--- config.mk ---
export PLATFORM = sky130hd
export DESIGN_NAME = mem_boot_arb_flat
export DESIGN_NICKNAME = d
export VERILOG_FILES = /design/src/rtl/mem_boot_pkg.sv /design/src/rtl/mem_boot_arb_if.sv /design/src/rtl/mem_boot_arb_dbg_fairness_ctr.sv /design/src/rtl/mem_boot_arb.sv /design/src/flat_wrapper.sv
export SDC_FILE = /design/constraint.sdc
export NUM_CORES = 1
export LEC_CHECK = 0
export ABC_CLOCK_PERIOD_IN_PS = 1990
export CAP_MARGIN = 10
export CORE_MARGIN = 5
export CORE_UTILIZATION = 34
export DETAILED_ROUTE_END_ITERATION = 10
export PLACE_DENSITY = 0.86
export SYNTH_ARGS = -nofsm -noshare
export SYNTH_HDL_FRONTEND = slang
export SYNTH_SLANG_ARGS = --single-unit
--- constraint.sdc ---
create_clock -name clk -period 1.99 [get_ports clk]
set_input_delay 0.199 -clock clk [delete_from_list [all_inputs] [get_ports clk]]
set_output_delay 0.199 -clock clk [all_outputs]
set_load 0.01 [all_outputs]
--- src/rtl/mem_boot_pkg.sv ---
`default_nettype none
// +----------------------------------------------------------------------------+
// | Module   : mem_boot_pkg                                                    |
// | Purpose  : Shared types for the boot/run memory-port arbiter: controller   |
// |            state encoding, port-owner select and default bus widths.       |
// | Contents : MEM_ADDR_W / MEM_DATA_W  default address / data widths          |
// |            state_e                  LOAD / RUN / DBG controller states     |
// |            owner_e                  which master drives the memory port    |
// |            owner_of()               state -> port owner decode             |
// | Options  : MEM_DBG_PORT_EN (used by the files importing this package)      |
// | Revision : 1.0  initial release                                            |
// +----------------------------------------------------------------------------+
package mem_boot_pkg;

  localparam int MEM_ADDR_W = 16;
  localparam int MEM_DATA_W = 16;

  typedef enum logic [1:0] {
    LOAD = 2'd0,
    RUN  = 2'd1,
    DBG  = 2'd2
  } state_e;

  typedef enum logic [1:0] {
    OWN_LOADER = 2'd0,
    OWN_PROC   = 2'd1,
    OWN_DBG    = 2'd2
  } owner_e;

  // Port ownership is a pure function of the registered state, so the memory
  // mux never depends on same-cycle request inputs for its select.
  function automatic owner_e owner_of(input state_e st);
    owner_e own;
    case (st)
      LOAD:    own = OWN_LOADER;
      RUN:     own = OWN_PROC;
      DBG:     own = OWN_DBG;
      default: own = OWN_LOADER;
    endcase
    return own;
  endfunction

endpackage
`default_nettype wire

--- src/rtl/mem_boot_arb_if.sv ---
`default_nettype none
// +----------------------------------------------------------------------------+
// | Module   : mem_boot_arb_if                                                 |
// | Purpose  : Bundles every non-clock/reset signal of mem_boot_arb.           |
// | Ports    : ld*       boot stream (valid/data/last in, ready out)           |
// |            cpuRst, bootDone, loadCount   boot status outputs               |
// |            proc*     processor request in, procHold out                    |
// |            dbg*      debug request in, dbgGnt out (MEM_DBG_PORT_EN only)   |
// |            mem*      write enable / address / data towards the memory      |
// | Modports : slave  - the arbiter side                                       |
// |            master - the environment (loader, proc, debug, memory)          |
// | Options  : MEM_DBG_PORT_EN adds the debug signals                          |
// | Revision : 1.0  initial release                                            |
// +----------------------------------------------------------------------------+
interface mem_boot_arb_if
  import mem_boot_pkg::*;
#(
  parameter int ADDR_W = MEM_ADDR_W,
  parameter int DATA_W = MEM_DATA_W
);

  // Boot stream and status
  logic              ldValid;
  logic [DATA_W-1:0] ldData;
  logic              ldLast;
  logic              ldReady;
  logic              cpuRst;
  logic              bootDone;
  logic [ADDR_W-1:0] loadCount;

  // Processor request
  logic              procWe;
  logic [ADDR_W-1:0] procAddr;
  logic [DATA_W-1:0] procToMem;
  logic              procHold;

`ifdef MEM_DBG_PORT_EN
  // Debug request
  logic              dbgReq;
  logic              dbgWe;
  logic [ADDR_W-1:0] dbgAddr;
  logic [DATA_W-1:0] dbgData;
  logic              dbgGnt;
`endif

  // Memory port
  logic              memWe;
  logic [ADDR_W-1:0] memAddr;
  logic [DATA_W-1:0] memIn;

  modport slave (
`ifdef MEM_DBG_PORT_EN
    input  dbgReq, dbgWe, dbgAddr, dbgData,
    output dbgGnt,
`endif
    input  ldValid, ldData, ldLast,
    output ldReady, cpuRst, bootDone, loadCount,
    input  procWe, procAddr, procToMem,
    output procHold,
    output memWe, memAddr, memIn
  );

  modport master (
`ifdef MEM_DBG_PORT_EN
    output dbgReq, dbgWe, dbgAddr, dbgData,
    input  dbgGnt,
`endif
    output ldValid, ldData, ldLast,
    input  ldReady, cpuRst, bootDone, loadCount,
    output procWe, procAddr, procToMem,
    input  procHold,
    input  memWe, memAddr, memIn
  );

endinterface
`default_nettype wire

--- src/rtl/mem_boot_arb_dbg_fairness_ctr.sv ---
`default_nettype none
// +----------------------------------------------------------------------------+
// | Module   : dbg_fairness_ctr                                                |
// | Purpose  : Counts consecutive debug-owned cycles and raises force_release  |
// |            in the DBG_MAX-th one so proc is handed one cycle of the port.  |
// | Ports    : clk, rst         clock, synchronous active-high reset          |
// |            in_dbg           debug currently owns the port                 |
// |            clr              the port leaves debug ownership on this edge  |
// |            force_release    this is the last debug cycle allowed in a row |
// | Options  : instantiated only when MEM_DBG_PORT_EN is defined               |
// | Revision : 1.0  initial release                                            |
// +----------------------------------------------------------------------------+
module dbg_fairness_ctr
  import mem_boot_pkg::*;
#(
  parameter int DBG_MAX = 8
) (
  input  logic clk,
  input  logic rst,
  input  logic in_dbg,
  input  logic clr,
  output logic force_release
);

  // The count only ever reaches DBG_MAX-1, so clog2(DBG_MAX) bits suffice.
  localparam int CNT_W = (DBG_MAX > 1) ? $clog2(DBG_MAX) : 1;
  localparam logic [CNT_W-1:0] CNT_LAST = CNT_W'(DBG_MAX - 1);

  logic [CNT_W-1:0] dbg_cnt_q;
  logic [CNT_W-1:0] dbg_cnt_d;

  always_comb begin
    dbg_cnt_d = dbg_cnt_q;
    if (clr) begin
      dbg_cnt_d = '0;
    end else if (in_dbg) begin
      dbg_cnt_d = dbg_cnt_q + CNT_W'(1);
    end
  end

  always_ff @(posedge clk) begin
    if (rst) begin
      dbg_cnt_q <= '0;
    end else begin
      dbg_cnt_q <= dbg_cnt_d;
    end
  end

  assign force_release = in_dbg && (dbg_cnt_q == CNT_LAST);

endmodule
`default_nettype wire

--- src/rtl/mem_boot_arb.sv ---
`default_nettype none
// +----------------------------------------------------------------------------+
// | Module   : mem_boot_arb                                                    |
// | Purpose  : Owns the single memory port: loads a boot stream from address  |
// |            0 while proc is held in reset, then gives the port to proc and |
// |            optionally time-shares it with a debug requester.              |
// | Ports    : clk   single clock, rising edge                                |
// |            rst   synchronous active-high reset                            |
// |            bus   mem_boot_arb_if.slave (boot stream, status, proc, debug, |
// |                  memory write/address/data)                               |
// | Params   : ADDR_W, DATA_W  bus widths                                     |
// |            DEPTH           loadable words, last load address DEPTH-1      |
// |            DBG_MAX         max consecutive debug cycles                   |
// | Options  : MEM_DBG_PORT_EN enables the debug port, DBG state and fairness |
// | Revision : 1.0  initial release                                            |
// +----------------------------------------------------------------------------+
module mem_boot_arb
  import mem_boot_pkg::*;
#(
  parameter int ADDR_W  = MEM_ADDR_W,
  parameter int DATA_W  = MEM_DATA_W,
  parameter int DEPTH   = 1024,
  parameter int DBG_MAX = 8
) (
  input  logic          clk,
  input  logic          rst,
  mem_boot_arb_if.slave bus
);

  localparam logic [ADDR_W-1:0] LAST_ADDR = ADDR_W'(DEPTH - 1);

  state_e            state_q;
  state_e            state_d;
  logic [ADDR_W-1:0] load_ptr_q;
  logic [ADDR_W-1:0] load_ptr_d;
  owner_e            owner;

`ifdef MEM_DBG_PORT_EN
  logic force_release;
  logic dbg_clr;

  // Clearing whenever the next state is not DBG resets the run length on
  // every return to RUN, forced or voluntary.
  assign dbg_clr = (state_d != DBG);

  dbg_fairness_ctr #(
    .DBG_MAX (DBG_MAX)
  ) u_dbg_fairness_ctr (
    .clk           (clk),
    .rst           (rst),
    .in_dbg        (state_q == DBG),
    .clr           (dbg_clr),
    .force_release (force_release)
  );
`endif

  // ---------------------------------------------------------------------------
  // Next-state logic
  // ---------------------------------------------------------------------------
  always_comb begin
    state_d    = state_q;
    load_ptr_d = load_ptr_q;
    case (state_q)
      LOAD: begin
        // ldReady is constantly high in LOAD, so ldValid alone accepts a word;
        // ldLast is only meaningful alongside it.
        if (bus.ldValid) begin
          load_ptr_d = load_ptr_q + ADDR_W'(1);
          if (bus.ldLast || (load_ptr_q == LAST_ADDR)) begin
            state_d = RUN;
          end
        end
      end
      RUN: begin
`ifdef MEM_DBG_PORT_EN
        // proc keeps the port in the cycle the request is first seen. After a
        // forced release this RUN cycle is proc's guaranteed slot.
        if (bus.dbgReq) begin
          state_d = DBG;
        end
`else
        state_d = RUN;
`endif
      end
      DBG: begin
`ifdef MEM_DBG_PORT_EN
        if (!bus.dbgReq || force_release) begin
          state_d = RUN;
        end
`else
        state_d = RUN;
`endif
      end
      default: state_d = LOAD;
    endcase
  end

  always_ff @(posedge clk) begin
    if (rst) begin
      state_q    <= LOAD;
      load_ptr_q <= '0;
    end else begin
      state_q    <= state_d;
      load_ptr_q <= load_ptr_d;
    end
  end

  // ---------------------------------------------------------------------------
  // Memory port mux. rst gates every output so an in-flight write is dropped
  // in the reset cycle and the outputs show their reset values even before
  // the first clock edge has initialised the state register.
  // ---------------------------------------------------------------------------
  assign owner = owner_of(state_q);

  always_comb begin
    bus.memWe   = 1'b0;
    bus.memAddr = '0;
    bus.memIn   = '0;
    if (!rst) begin
      case (owner)
        OWN_LOADER: begin
          bus.memWe   = bus.ldValid;
          bus.memAddr = load_ptr_q;
          bus.memIn   = bus.ldData;
        end
        OWN_PROC: begin
          bus.memWe   = bus.procWe;
          bus.memAddr = bus.procAddr;
          bus.memIn   = bus.procToMem;
        end
`ifdef MEM_DBG_PORT_EN
        OWN_DBG: begin
          bus.memWe   = bus.dbgWe;
          bus.memAddr = bus.dbgAddr;
          bus.memIn   = bus.dbgData;
        end
`endif
        default: begin
          bus.memWe   = 1'b0;
          bus.memAddr = '0;
          bus.memIn   = '0;
        end
      endcase
    end
  end

  // ---------------------------------------------------------------------------
  // Status outputs
  // ---------------------------------------------------------------------------
  assign bus.ldReady   = !rst && (state_q == LOAD);
  assign bus.cpuRst    = rst  || (state_q == LOAD);
  // Only rst returns the state to LOAD, so "not LOAD" is sticky until rst.
  assign bus.bootDone  = !rst && (state_q != LOAD);
  assign bus.loadCount = rst ? '0 : load_ptr_q;

`ifdef MEM_DBG_PORT_EN
  assign bus.dbgGnt    = !rst && (state_q == DBG);
  assign bus.procHold  = !rst && (state_q == DBG);
`else
  assign bus.procHold  = 1'b0;
`endif

endmodule
`default_nettype wire

--- src/flat_wrapper.sv ---
// flat-port wrapper written by rule: the top's interface ports become plain ports
module mem_boot_arb_flat import mem_boot_pkg::*;
#(
  parameter int ADDR_W  = MEM_ADDR_W,
  parameter int DATA_W  = MEM_DATA_W,
  parameter int DEPTH   = 1024,
  parameter int DBG_MAX = 8
)
  (clk, rst, bus_ldValid, bus_ldData, bus_ldLast, bus_ldReady, bus_cpuRst, bus_bootDone, bus_loadCount, bus_procWe, bus_procAddr, bus_procToMem, bus_procHold, bus_memWe, bus_memAddr, bus_memIn);
  mem_boot_arb_if #(.ADDR_W(ADDR_W), .DATA_W(DATA_W)) bus_i ();
  input  logic clk;
  input  logic rst;
  input wire logic [$bits(bus_i.ldValid)-1:0] bus_ldValid;
  input wire logic [$bits(bus_i.ldData)-1:0] bus_ldData;
  input wire logic [$bits(bus_i.ldLast)-1:0] bus_ldLast;
  output wire logic [$bits(bus_i.ldReady)-1:0] bus_ldReady;
  output wire logic [$bits(bus_i.cpuRst)-1:0] bus_cpuRst;
  output wire logic [$bits(bus_i.bootDone)-1:0] bus_bootDone;
  output wire logic [$bits(bus_i.loadCount)-1:0] bus_loadCount;
  input wire logic [$bits(bus_i.procWe)-1:0] bus_procWe;
  input wire logic [$bits(bus_i.procAddr)-1:0] bus_procAddr;
  input wire logic [$bits(bus_i.procToMem)-1:0] bus_procToMem;
  output wire logic [$bits(bus_i.procHold)-1:0] bus_procHold;
  output wire logic [$bits(bus_i.memWe)-1:0] bus_memWe;
  output wire logic [$bits(bus_i.memAddr)-1:0] bus_memAddr;
  output wire logic [$bits(bus_i.memIn)-1:0] bus_memIn;
  assign bus_i.ldValid = bus_ldValid;
  assign bus_i.ldData = bus_ldData;
  assign bus_i.ldLast = bus_ldLast;
  assign bus_ldReady = bus_i.ldReady;
  assign bus_cpuRst = bus_i.cpuRst;
  assign bus_bootDone = bus_i.bootDone;
  assign bus_loadCount = bus_i.loadCount;
  assign bus_i.procWe = bus_procWe;
  assign bus_i.procAddr = bus_procAddr;
  assign bus_i.procToMem = bus_procToMem;
  assign bus_procHold = bus_i.procHold;
  assign bus_memWe = bus_i.memWe;
  assign bus_memAddr = bus_i.memAddr;
  assign bus_memIn = bus_i.memIn;
  mem_boot_arb #(.ADDR_W(ADDR_W), .DATA_W(DATA_W), .DEPTH(DEPTH), .DBG_MAX(DBG_MAX)) u_core (.clk(clk), .rst(rst), .bus(bus_i));
endmodule
## Word level (Yosys, flattened, before mapping)

Cells that the tools add are included.

| storage, ports and cells | value |
|---|---|
| output and inout bits | 53 |
| bits in writable memories | 0 |
| latch bits | 0 |
| memory bits (read-only) | 0 |
| register bits after elaboration | 18 |
| memories | 0 |

| cells by class | value |
|---|---|
| $add $sub $neg | 1 |
| div/mod/pow operators | 0 |
| multipliers | 0 |
| equal/unequal tests | 6 |
| reductions and logical operators | 11 |
| muxes and demuxes | 11 |
| bitwise logic cells | 0 |
| $lt $le $gt $ge | 0 |
| shifts and indexed selects | 0 |

Operator list:

| operator | number |
|---|---|
| $pmux 16 s2 | 2 |
| $mux 16 | 3 |
| $add 16x1->16 const B | 1 |
| $eq 16x10->1 const B | 1 |
| $pmux 2 s2 | 2 |
| $eq 2x1->1 const B | 2 |
| $logic_not 2->1 | 2 |
| $mux 2 | 2 |
| $reduce_and 2->1 | 2 |
| $eq 2x2->1 const B | 1 |
| $logic_and 1x1->1 | 2 |
| $logic_or 1x1->1 | 2 |
| $ne 2x1->1 const B | 1 |
| $ne 2x2->1 const B | 1 |
| $pmux 1 s2 | 1 |
| $reduce_bool 2->1 | 1 |
| $reduce_or 2->1 | 1 |
| $logic_not 1->1 | 1 |
| $mux 1 | 1 |

## Depth between registers and ports, before layout

| depth | value |
|---|---|
| word-level depth | 5 |
| depth in mapped cells | 5 |

## Least setup slack after synthesis

No wires, ideal clock.

| timing path | value |
|---|---|
| path type | reg2reg |
| start point | reg u_core.load_ptr_q[4] |
| end point | reg u_core.load_ptr_q[15] |
| cell stages (with the launch flop) | 6 |
| arrival | 1.349 ns |
| path buffers | 1 |
| data required time | 1.867 ns |
| library setup time | 0.123 ns |
| slack | 0.518 ns |
| period minus slack after synthesis | 1.472 ns |
| cells stage by stage | dfxtp_1 clkbuf_2 nand4_2 nor4_2 and3_1 mux2_1 |

| between the ends | value |
|---|---|
| longest elaborated chain between the ends | 1 |

Ends and longest elaborated chain:

| what | RTL line | RTL |
|---|---|---|
| start: declaration | mem_boot_arb.sv:34 | `logic [ADDR_W-1:0] load_ptr_q;` |
| start signal: assignment | mem_boot_arb.sv:104 | `load_ptr_q <= load_ptr_d;` |
| $add 16x1->16 | mem_boot_arb.sv:68 | `load_ptr_d = load_ptr_q + ADDR_W'(1);` |

No other way between the ends.
A chain may end at the register's enable or synchronous reset.

## Worst setup path after layout

| timing path | value |
|---|---|
| start point | reg u_core.state_q[0] |
| end point | out bus_memIn[9] |

| between the ends | value |
|---|---|
| longest elaborated chain between the ends | 5 |
| elaborated cells on any way between the ends | 7 |
| those cells by class | 3 x eq/ne; 3 x mux; 1 x reduce/logical |

Ends and longest elaborated chain:

| what | RTL line | RTL |
|---|---|---|
| start: declaration | mem_boot_arb.sv:32 | `state_e state_q;` |
| start signal: assignment | mem_boot_arb.sv:103 | `state_q <= state_d;` |
| $eq 2x2->1 or $eq 2x1->1 (tied branches) | mem_boot_pkg.sv:34 | `case (st)` |
| $pmux 2 s2 * | mem_boot_pkg.sv:34 |  |
| $eq 2x1->1 or $logic_not 2->1 (tied branches) | mem_boot_arb.sv:120 | `case (owner)` |
| $pmux 16 s2 * | mem_boot_arb.sv:120 |  |
| $mux 16 * | mem_boot_arb.sv:119 | `if (!rst) begin` |
| end: declaration | flat_wrapper.sv:26 | `output wire logic [$bits(bus_i.memIn)-1:0] bus_memIn;` |

Every way passes the cells marked *; elsewhere a longest branch is shown, timed or not.

==> flow_summary.toml <==
[floorplanning]
io_pins = 106
die_x_um = 74.4
dieArea_um2 = 5530
die_h_um = 74.4
core_um2 = 4000
rows = 23
start_util_pct = 35.2

[sta]
clock_skew_ns = 0.00538
fin_crit_sh_pct = 95.8
grt_setup_unrepaired = "no"
finalMaxSlewViolations = 0
setup_viol = 0
max_freq_ghz = 0.525
period_minus_slack_ns = 1.91
hold_viol_final = 0
tns_ns = 0

[yosys]
ys_seq_area_share_pct = 24.2
synthCells = 183
ys_types = 33
yosys_warnings = 0
avgSynthCellArea_um2 = 7.70
ys_seq_elements = 17
synth_fp_nets = 237
syn-cell-area_um2 = 1410

[clocking]
cts.sinks = 17
numCtsBuffers = 3
cts_buffer_depth = 2
cts_tree = "done"
clk_pin_slew_ns = 0.07
hold_buffers = 0
root_buffer = "clkbuf_8"
h-tree-depth = 1
clk_latency_ns = 0.26

[power]
switchingPower_mw = 0.259
peakVddDrop_v = 0.000215
comb_power_share_pct = 34.9
seqPwrFrac_pct = 37.4
internal_power_mw = 0.704
leakagePower_nw = 0.981
p_per_area_nw_per_um2 = 373
swShare_pct = 26.9
clockPowerShare_pct = 27.8

[worst_hold_path]
hold_depth = 3
hp-class = "primary input to flop"

[run]
cap_violations = 0

[global_route]
grtUsageTotal_pct = 16.2
overflow = 0
grt_pass1_vias = 1623
grt_max_degree = 47
grt_pass1_wl_um = 7090
antenna_found_initial = 0

[finish]
final_cells = 336
num-fill-cells = 346
drive_gt1_share_pct = 6.64
n_antenna_cell = 0
layout_commonest_cell = "clkdlybuf4s50_1"
areaGrowthSynthToFinish_pct = 83.3
multi_input_area_um2 = 1000
post-route-util_pct = 64.6
seqCellArea_um2 = 344
num-nets-final = 341
final_cell_mix = "103 x clkdlybuf4s50_1, 53 x nor2_1, 33 x mux2i_1, 17 x nor2b_1, 16 x dfxtp_1"

[critical_path]
cp_max_fo = 13
reg2reg_from = "u_core.state_q[0]"
crit_start = "u_core.state_q[0]"
required_ns = 1.79
worstSetupEndpointType = "primary output"
cp-endpoint = "bus_memIn[9]"
r2r-end = "u_core.load_ptr_q[15]"
reg2regPathDepth = 4
crit_chain = "buf_4 -> mux2i_1 -> nor2_1 -> clkdlybuf4s50_1"
critPathKind = "flop to primary output"
crit_slowest_cell = "clkdlybuf4s50_1"
arrival_ns = 1.71
cpPeakStageDelay_ns = 0.49
reg2reg_setup_slack_ns = 0.37
cp-start-kind = "flop"

[run_status]
status = "finished clean"

[drt]
ant_nets = 0
avgRoutedWirePerCell_um = 13.6
drt_iter0_drc = 42
viasPerCell = 4.87
drcViolationCount = 0
routed_wl_um = 4580
drt_pass1_iterations = 4
vias = 1636

[placed_design]
dp_hpwl_um = 3710
gp_congestion = 0.807
post-place-cells = 332
numPortBuffers = 104
## synth_stat cells (all sizes together)
library cell | n | area (µm²)
clkbuf | 6 | 23.8
nand3 | 5 | 25.0
mux2i | 33 | 330
nor2 | 53 | 199
and4 | 1 | 8.76
nand4b | 1 | 15.0
mux2 | 4 | 48.8
and2 | 1 | 6.26
nor3 | 2 | 10.0
nand2b | 1 | 6.26
inv | 2 | 7.51
nand4 | 5 | 37.5
nand2 | 4 | 15.0
xor2 | 6 | 52.6
ha | 1 | 12.5
dfxtp | 17 | 340
nor4b | 1 | 8.76
buf | 7 | 35.0
conb | 1 | 3.75
xnor2 | 5 | 43.8
a211oi | 1 | 7.51
nor4 | 3 | 25.0
nor2b | 17 | 106
and4b | 1 | 10.0
a21oi | 1 | 5.00
and3 | 4 | 25.0
## flip-flops by register name, summed over array words and instances, names as in the netlist
register,flops
u_core.state_q,1
u_core.load_ptr_q,16
## critical path, delay by kind of cell (launching register included)
kind / cells / cell delay (ns)
buf+inv: 2 / 0.71
mux: 1 / 0.21
flops: 1 / 0.47
simple gates: 1 / 0.06
## worst min path at each step
stage / start / to / slack (ns)
after floorplan: bus_ldValid / u_core.state_q[0] / 0.37
after global placement: u_core.load_ptr_q[15] / u_core.load_ptr_q[15] / 0.57
after detailed placement: u_core.load_ptr_q[9] / u_core.load_ptr_q[9] / 0.58
after CTS: rst / u_core.state_q[0] / 0.38
after global routing: rst / u_core.load_ptr_q[2] / 0.40
final: rst / u_core.load_ptr_q[13] / 0.37
## stage by stage
| step | hold WS [ns] | instance area (µm²) | total power [mW] | worst slack, ns |
|---|---|---|---|---|
| after floorplan | 0.371 | 1410 | 0.495 | 0.518 |
| after global placement | 0.566 | 2530 | 0.700 | 0.151 |
| after detailed placement | 0.582 | 2530 | 0.706 | 0.135 |
| after CTS | 0.378 | 2580 | 0.966 | 0.0738 |
| after global routing | 0.398 | 2580 | 1.00 | 0.000407 |
| final | 0.374 | 2580 | 0.963 | 0.0835 |
## power groups by stage
stage,clock network (mW),logic (mW),registers [mW]
3_5_place_dp,0,0.338,0.368
2_1_floorplan,0,0.135,0.360
6_report,0.267,0.336,0.360
5_1_grt,0.277,0.362,0.361
4_1_cts,0.267,0.340,0.360
3_3_place_gp,0,0.332,0.368
## kinds of logic (layout without fill, tap and decap cells)
kind of cell | Yosys count | in the layout | synth area share [%]
adders and majority gates | 1 | 1 | 0.888
and+or+nand+nor | 99 | 99 | 35.3
muxes | 37 | 37 | 26.9
buffers and inverters | 15 | 118 | 4.71
xor gates and xnor gates | 11 | 11 | 6.84
DFF | 17 | 17 | 24.2
other | 1 | 1 | 0.266
AOI/OAI and AO/OA | 2 | 2 | 0.888
## what timing repair did
action,in CTS,in global routing
endpoints found under the setup margin,10,0
resized for setup,1,0
buffers inserted,0,0
## routing by layer
layer / share of wire, % / GRT usage [%] / routed length (µm) / vias up
met4: 0.98 / 5.34 / 45 / 0
li1: - / - / - / 824
met3: 12 / 6.22 / 533 / 5
met5: 0 / 0 / 0 / -
met2: 49 / 28.7 / 2240 / 77
met1: 39 / 17.6 / 1770 / 730
## cell type report
cell class / count / area share [%]
repair buffers: 112 / 43.4
well taps: 50 / 2.42
flip-flops and latches: 17 / 13.3
multi-input cells: 151 / 38.8
clock buffers: 4 / 1.74
inverters: 2 / 0.291
(Power assumes the default switching activity.)
